<file path="src/rtl/seq_pattern_tx.sv">
// Serial pattern transmitter: sends a latched PAT_W-bit pattern MSB-first a
// programmable number of times, with a programmable idle gap between frames.
// The repeat count arrives on port repeat_cnt because "repeat" is a reserved word.
module seq_pattern_tx #(
    parameter int PAT_W = 4,
    parameter int CNT_W = 4,
    parameter int GAP_W = 3
) (
    input  logic             clk,
    input  logic             rst,
    input  logic             start,
    input  logic [PAT_W-1:0] pattern,
    input  logic [CNT_W-1:0] repeat_cnt,
    input  logic [GAP_W-1:0] gap,
    output logic             out,
    output logic             out_valid,
    output logic             busy,
    output logic             done,
    output logic [CNT_W-1:0] tx_count
);

    localparam int IDX_W = (PAT_W > 2) ? $clog2(PAT_W) : 1;
    localparam logic [IDX_W-1:0] IDX_LAST = IDX_W'(PAT_W - 1);

    typedef enum logic [1:0] {
        S_IDLE  = 2'd0,
        S_SHIFT = 2'd1,
        S_GAP   = 2'd2,
        S_DONE  = 2'd3
    } state_t;

    state_t             state_q, state_d;
    logic [IDX_W-1:0]   idx_q, idx_d;
    logic [GAP_W-1:0]   gap_cnt_q, gap_cnt_d;
    logic [PAT_W-1:0]   pat_sh_q, pat_sh_d;
    logic [CNT_W-1:0]   rep_sh_q, rep_sh_d;
    logic [GAP_W-1:0]   gap_sh_q, gap_sh_d;
    logic [CNT_W-1:0]   tx_count_q, tx_count_d;
    logic               out_q, out_d;
    logic               out_valid_q, out_valid_d;
    logic               busy_q, busy_d;
    logic               done_q, done_d;
    logic [CNT_W-1:0]   tx_next_s;

    // Bit of p at MSB-first position i
    function automatic logic bit_at(input logic [PAT_W-1:0] p, input logic [IDX_W-1:0] i);
        logic [PAT_W-1:0] shifted;
        shifted = p << i;
        return shifted[PAT_W-1];
    endfunction

    // Next-state, shadow-register and counter update
    always_comb begin
        state_d    = state_q;
        idx_d      = idx_q;
        gap_cnt_d  = gap_cnt_q;
        pat_sh_d   = pat_sh_q;
        rep_sh_d   = rep_sh_q;
        gap_sh_d   = gap_sh_q;
        tx_count_d = tx_count_q;
        tx_next_s  = tx_count_q + CNT_W'(1);

        case (state_q)
            S_IDLE: begin
                if (start && (repeat_cnt != '0)) begin
                    pat_sh_d   = pattern;
                    rep_sh_d   = repeat_cnt;
                    gap_sh_d   = gap;
                    tx_count_d = '0;
                    idx_d      = '0;
                    state_d    = S_SHIFT;
                end else begin
                    state_d = S_IDLE;
                end
            end
            S_SHIFT: begin
                if (idx_q == IDX_LAST) begin
                    idx_d      = '0;
                    tx_count_d = tx_next_s;
                    if (tx_next_s == rep_sh_q) begin
                        state_d = S_DONE;
                    end else if (gap_sh_q == '0) begin
                        state_d = S_SHIFT;
                    end else begin
                        gap_cnt_d = gap_sh_q;
                        state_d   = S_GAP;
                    end
                end else begin
                    idx_d = idx_q + IDX_W'(1);
                end
            end
            S_GAP: begin
                // gap_cnt is loaded with the gap length and counts down to 1
                if (gap_cnt_q <= GAP_W'(1)) begin
                    gap_cnt_d = '0;
                    state_d   = S_SHIFT;
                end else begin
                    gap_cnt_d = gap_cnt_q - GAP_W'(1);
                end
            end
            S_DONE: begin
                state_d = S_IDLE;
            end
            default: begin
                state_d = S_IDLE;
            end
        endcase
    end

    // Output values for the coming cycle, derived from the next register state
    always_comb begin
        out_valid_d = (state_d == S_SHIFT);
        busy_d      = (state_d == S_SHIFT) || (state_d == S_GAP);
        done_d      = (state_d == S_DONE);
        if (out_valid_d) begin
            out_d = bit_at(pat_sh_d, idx_d);
        end else begin
            out_d = 1'b0;
        end
    end

    // State, shadow and output registers
    always_ff @(posedge clk or posedge rst) begin
        if (rst) begin
            state_q     <= S_IDLE;
            idx_q       <= '0;
            gap_cnt_q   <= '0;
            pat_sh_q    <= '0;
            rep_sh_q    <= '0;
            gap_sh_q    <= '0;
            tx_count_q  <= '0;
            out_q       <= 1'b0;
            out_valid_q <= 1'b0;
            busy_q      <= 1'b0;
            done_q      <= 1'b0;
        end else begin
            state_q     <= state_d;
            idx_q       <= idx_d;
            gap_cnt_q   <= gap_cnt_d;
            pat_sh_q    <= pat_sh_d;
            rep_sh_q    <= rep_sh_d;
            gap_sh_q    <= gap_sh_d;
            tx_count_q  <= tx_count_d;
            out_q       <= out_d;
            out_valid_q <= out_valid_d;
            busy_q      <= busy_d;
            done_q      <= done_d;
        end
    end

    assign out       = out_q;
    assign out_valid = out_valid_q;
    assign busy      = busy_q;
    assign done      = done_q;
    assign tx_count  = tx_count_q;

endmodule

</file>
<file path="config.mk">
export PLATFORM = sky130hd
export DESIGN_NAME = seq_pattern_tx
export DESIGN_NICKNAME = d
export VERILOG_FILES = /design/src/rtl/seq_pattern_tx.sv
export SDC_FILE = /design/constraint.sdc
export NUM_CORES = 1
export LEC_CHECK = 0
export ABC_AREA = 1
export ABC_CLOCK_PERIOD_IN_PS = 2900
export CAP_MARGIN = 20
export CORE_MARGIN = 2
export CORE_UTILIZATION = 35
export CTS_CLUSTER_SIZE = 30
export DETAILED_ROUTE_END_ITERATION = 12
export REMOVE_ABC_BUFFERS = 1
export SETUP_SLACK_MARGIN = 0.15
export SYNTH_ARGS = -nofsm -noshare
export SYNTH_HDL_FRONTEND = slang
export SYNTH_SLANG_ARGS = --single-unit
</file>
<file path="constraint.sdc">
create_clock -name clk -period 2.9 [get_ports clk]
set_input_delay 0.29 -clock clk [delete_from_list [all_inputs] [get_ports clk]]
set_output_delay 0.29 -clock clk [all_outputs]
set_load 0.005 [all_outputs]
</file>
Word-level counts from Yosys, hierarchy flattened
Index checks and enable logic that the tools add are counted.
- output and inout port bits: 8
- register bits: 26
- word-level logic and storage cells: 58
- input bits: 14
- mux-type cells: 20
- reduce and logical (&&, ||, !) cells: 10
- shift-type cells: 1
- $lt $le $gt $ge: 1
- add/sub/neg operators: 3
- equality and inequality tests: 12
- operator list (kind ; number):
    4-bit 2-to-1 mux ; 4
    2-bit 2-to-1 mux ; 6
    3-bit 2-to-1 mux ; 4
    2-bit == test, second input constant ; 5
    2-bit inequality test, second input constant ; 4
    2-bit case mux with 4 select lines ; 1
    4-bit case mux with 2 select lines ; 1
    3-bit case mux with 2 select lines ; 1
    4-bit by 1-bit adder with 4-bit output, second input constant ; 1
    2-bit by 1-bit == test with 1-bit output, second input constant ; 2
    4-bit == test ; 1
    2-bit case mux with 2 select lines ; 1
    4-bit AND reduction ; 1
    2-bit nonzero test ; 2
    4-bit nonzero test ; 1
    4-bit by 2-bit << shifter with 4-bit output ; 1
    3-bit by 1-bit less-or-equal comparator with 1-bit output, second input constant ; 1
    3-bit zero test ; 1
    3-bit AND reduction ; 1
    3-bit by 1-bit subtractor with 3-bit output, second input constant ; 1
    2-bit by 1-bit adder with 2-bit output, second input constant ; 1
    2-bit zero test ; 1
    1-bit 2-to-1 mux ; 2
    2-bit AND reduction ; 1
    other kinds (2) ; 2

Longest topological paths before layout
- depth in word-level cells: 7
- depth in mapped cells: 13
- depth with buffers taken out: 13

Worst setup path before layout
OpenSTA, ideal clock, no wires.
- path kind: reg-to-reg
- from: reg tx_count_q[0], in the netlist tx_count[0]
- to: reg out_q, in the netlist out
- setup slack: 1043 ps
- arrival time: 1784 ps
- buffers on the path: 0
- stages on the path, launching flop included: 12
- data required time: 2827 ps
- library setup time: 73 ps
- clock period less this slack: 1857 ps
- path through: dfrtp_1 -> ha_1 -> xnor2_1 -> o21ai_0 -> nor2_1 -> nand2_1 -> nand2_1 -> nand2_1 -> a21boi_0 -> ha_1 -> inv_1 -> a21oi_2
- cells in the longest elaborated chain, start to end: 7
- RTL lines (item ; line ; text):
    start: declaration ; 38 ; logic [CNT_W-1:0] tx_count_q, tx_count_d;
    start signal: assignment ; 143 ; tx_count_q <= tx_count_d;
    4-bit by 1-bit adder with 4-bit output ; 61 ; tx_next_s = tx_count_q + CNT_W'(1);
    4-bit == test ; 80 ; if (tx_next_s == rep_sh_q) begin
    2-bit 2-to-1 mux ; 80 ;
    2-bit 2-to-1 mux ; 77 ; if (idx_q == IDX_LAST) begin
    2-bit case mux with 4 select lines ; 63 ; case (state_q)
    named net state_d[0] ; 32 ; state_t state_q, state_d;
    2-bit by 1-bit == test with 1-bit output ; 112 ; out_valid_d = (state_d == S_SHIFT);
    named net out_valid_d ; 40 ; logic out_valid_q, out_valid_d;
    1-bit 2-to-1 mux ; 115 ; if (out_valid_d) begin
    named net out_d ; 39 ; logic out_q, out_d;
    end signal: assignment ; 144 ; out_q <= out_d;
    end: declaration ; 39 ;
The timed path passes the listed nets, and every way through them passes these cells.
A chain may end at the register's enable or synchronous reset.

Final worst setup path
Same ends and word-level chain as after synthesis.

==> results.toml <==
[run_status]
status = "completed"

[logic_synthesis]
yosysTopAreaCell = "dfrtp_1"
synth_seq_cells = 26
yosys_warnings = 0
synth_cell_types = 25
syn_inst = 179
synthesis.area_um2 = 1420
synth_area_leaders = "dfrtp_1 (46%), nand2_1 (13%), inv_1 (8.8%)"
ys_seq_area_share_pct = 46.0
syn_area_per_cell_um2 = 7.91
synth_top_cell_area_share_pct = 46.0

[routing]
drt_iter0_markers = 30
post-route-drc-count = 0
wire_per_inst_um = 10.8
routed_wl_um = 2750
vias_per_cell = 4.54
drt_pass1_iterations = 4
detail-route-antenna-nets = 0
vias = 1153

[cells_and_area]
fin_nets = 225
area_growth_pct = 22.9
drive_above_1_share_pct = 9.31
antennaDiodeCount = 0
fin_util_pct = 44.1
fillers = 391
multi_input_area_um2 = 624
stdcell_area_um2 = 1740
regArea_um2 = 651

[sta]
finalClockSkew_ns = 0.00423
maxSlewViolCount = 0
min_period_over_period_pct = 73.1
final.setup.tns_ns = 0
timing.fmax_ghz = 0.472
fin_crit_ns = 2.12
setup_violations = 0
grt_setup_unrepaired = "false"
slew_headroom_pct = 60.8
final-hold-violation-count = 0
holdWs_ns = 0.380
tightest_slew_ns = 0.587

[critical_path]
cp-end-kind = "flip-flop"
r2r_slack_ns = 0.78
cpPeakStageDelay_ns = 0.44
cp-start-kind = "flip-flop"
required_ns = 3.10
path_class = "reg -> reg"
path_common_cell = "nand2_1"
cp_slowest_cell = "dfrtp_1"
worstPathMaxFanout = 5
arrival_ns = 2.32
path_cells = "ha_1, xnor2_1, o21ai_0, nor2_1, nand2_1, nand2_1, nand2_1, a21boi_0, ha_1, inv_1, a21oi_2"

[grt]
grtUsageTotal_pct = 14.0
overflow = 0
grt_pass1_wl_um = 4800
grt_pass1_vias = 1074
antenna_found_initial = 0
grt_max_degree = 16

[run]
maxCapViolations = 0

[place]
gp_congestion = 0.864
dpl_cell_area_um2 = 1700
dp_hpwl_um = 2190
port_buffers = 21

[floorplan]
fp-row-count = 23
die_w_um = 67.6
pin_count = 22
fp.coreArea_um2 = 3940
die_h_um = 67.6
start_util_pct = 35.9
dieArea_um2 = 4570

[cts]
numClockSinks = 26
cts_buffers = 3
htree_levels = 1
cts.clk_slew.worst_paths_ns = 0.09
hold_buffers = 0
clk_root_buffer_cell = "clkbuf_8"
cts_buffer_depth = 2
clock_latency_ns = 0.26
cts_resized = 0
post-cts-setup-buffers = 0
cts_tree = "done"

[power_and_ir_drop]
p_leak_nw = 0.885
ir_worst_vdd_mv = 0.156
powerDensity_nw_per_um2 = 341

[worst_hold_path]
hp-class = "in -> async"
## synth_stat cells
library cell,count
nand2_4,1
nor2_2,1
nor2_1,10
nor2_4,1
a21oi_1,1
nand4_1,5
nand2_1,49
or2_4,1
o21ai_0,13
inv_1,33
xnor2_1,2
nand2_2,2
inv_2,3
ha_1,5
a21boi_0,1
buf_2,1
xor2_1,4
o21bai_1,1
o22ai_1,1
nand3_2,4
nand3_1,11
o21ai_1,1
dfrtp_1,26
a21oi_2,1
a31oi_1,1
## layer usage
layer  track usage [%]  up-vias  wire length (um)
li1                  -      606                 -
met1              19.6      529              1430
met2              21.8       16              1220
met3              2.17        2                70
met4              5.36        0                23
met5                 0        -                 0
## stage by stage
stage | setup slack [ns] | cells | power (mW)
after global routing | 0.481 | 254 | 0.620
after detailed placement | 0.783 | 251 | 0.401
after CTS | 0.744 | 254 | 0.604
final | 0.781 | 254 | 0.594
after floorplan | 1.04 | 178 | 0.377
after global placement | 0.798 | 251 | 0.402
## worst max-delay path, delay by kind of cell (launching register included)
kind	cells	cell delay, ns
buffers and inverters	1	0.05
XOR/XNOR	1	0.16
adder cells (fa/ha/maj)	2	0.57
flip-flops	1	0.44
AO/OA/AOI/OAI	3	0.43
AND/OR/NAND/NOR	4	0.40
## layout by cell type, fill, tap and decap left out, types with 2 or more instances in the layout
master	count
xnor2_1	2
inv_1	33
clkdlybuf4s50_1	21
o21ai_0	13
nor2_1	10
nand3_2	4
xor2_1	4
nand2_2	2
buf_4	2
nand2_1	49
inv_2	3
nand3_1	11
ha_1	5
clkbuf_8	3
dfrtp_1	26
nand4_1	5
## kinds of logic after synthesis
group,synth area share (%)
fa+ha+maj,4.42
xor+xnor,3.71
flops,46.0
buf+inv,9.90
compound gates,7.87
simple gates,28.1
## worst paths after layout
path,startpoint,endpoint,depth (start not counted)
max,tx_count[0]$_DFFE_PP0P_,out$_DFF_PP0_,11
min reg2reg,pat_sh_q[0]$_DFF_PP0_,pat_sh_q[0]$_DFF_PP0_,2
max in group asynchronous,rst,rep_sh_q[0]$_DFFE_PP0P_,3
min,rst,pat_sh_q[2]$_DFF_PP0_,2
max reg2reg,tx_count[0]$_DFFE_PP0P_,out$_DFF_PP0_,11
min in group clk,pat_sh_q[0]$_DFF_PP0_,pat_sh_q[0]$_DFF_PP0_,2
## state kept, by name, indices dropped and copies added, names as in the netlist
| signal | count |
|---|---|
| tx_count | 4 |
| rep_sh_q | 4 |
| gap_cnt_q | 3 |
| out_valid | 1 |
| out | 1 |
| idx_q | 2 |
| done | 1 |
| state_q | 2 |
| busy | 1 |
| pat_sh_q | 4 |
| gap_sh_q | 3 |
## report_power, final
group	internal, mW	total (mW)	leakage (nW)	switching, mW
clock	0.0929	0.200	0.0216	0.108
combinational	0.0180	0.0311	0.573	0.0131
sequential	0.362	0.362	0.291	0
## cell type report
cell class / instances / area share, %
Clock buffer: 3 / 2.37
Inverter: 36 / 7.77
Tap cell: 50 / 3.60
Sequential cell: 26 / 37.4
Multi-Input combinational cell: 116 / 35.9
Timing Repair Buffer: 23 / 12.9
(Power assumes the default switching activity.)
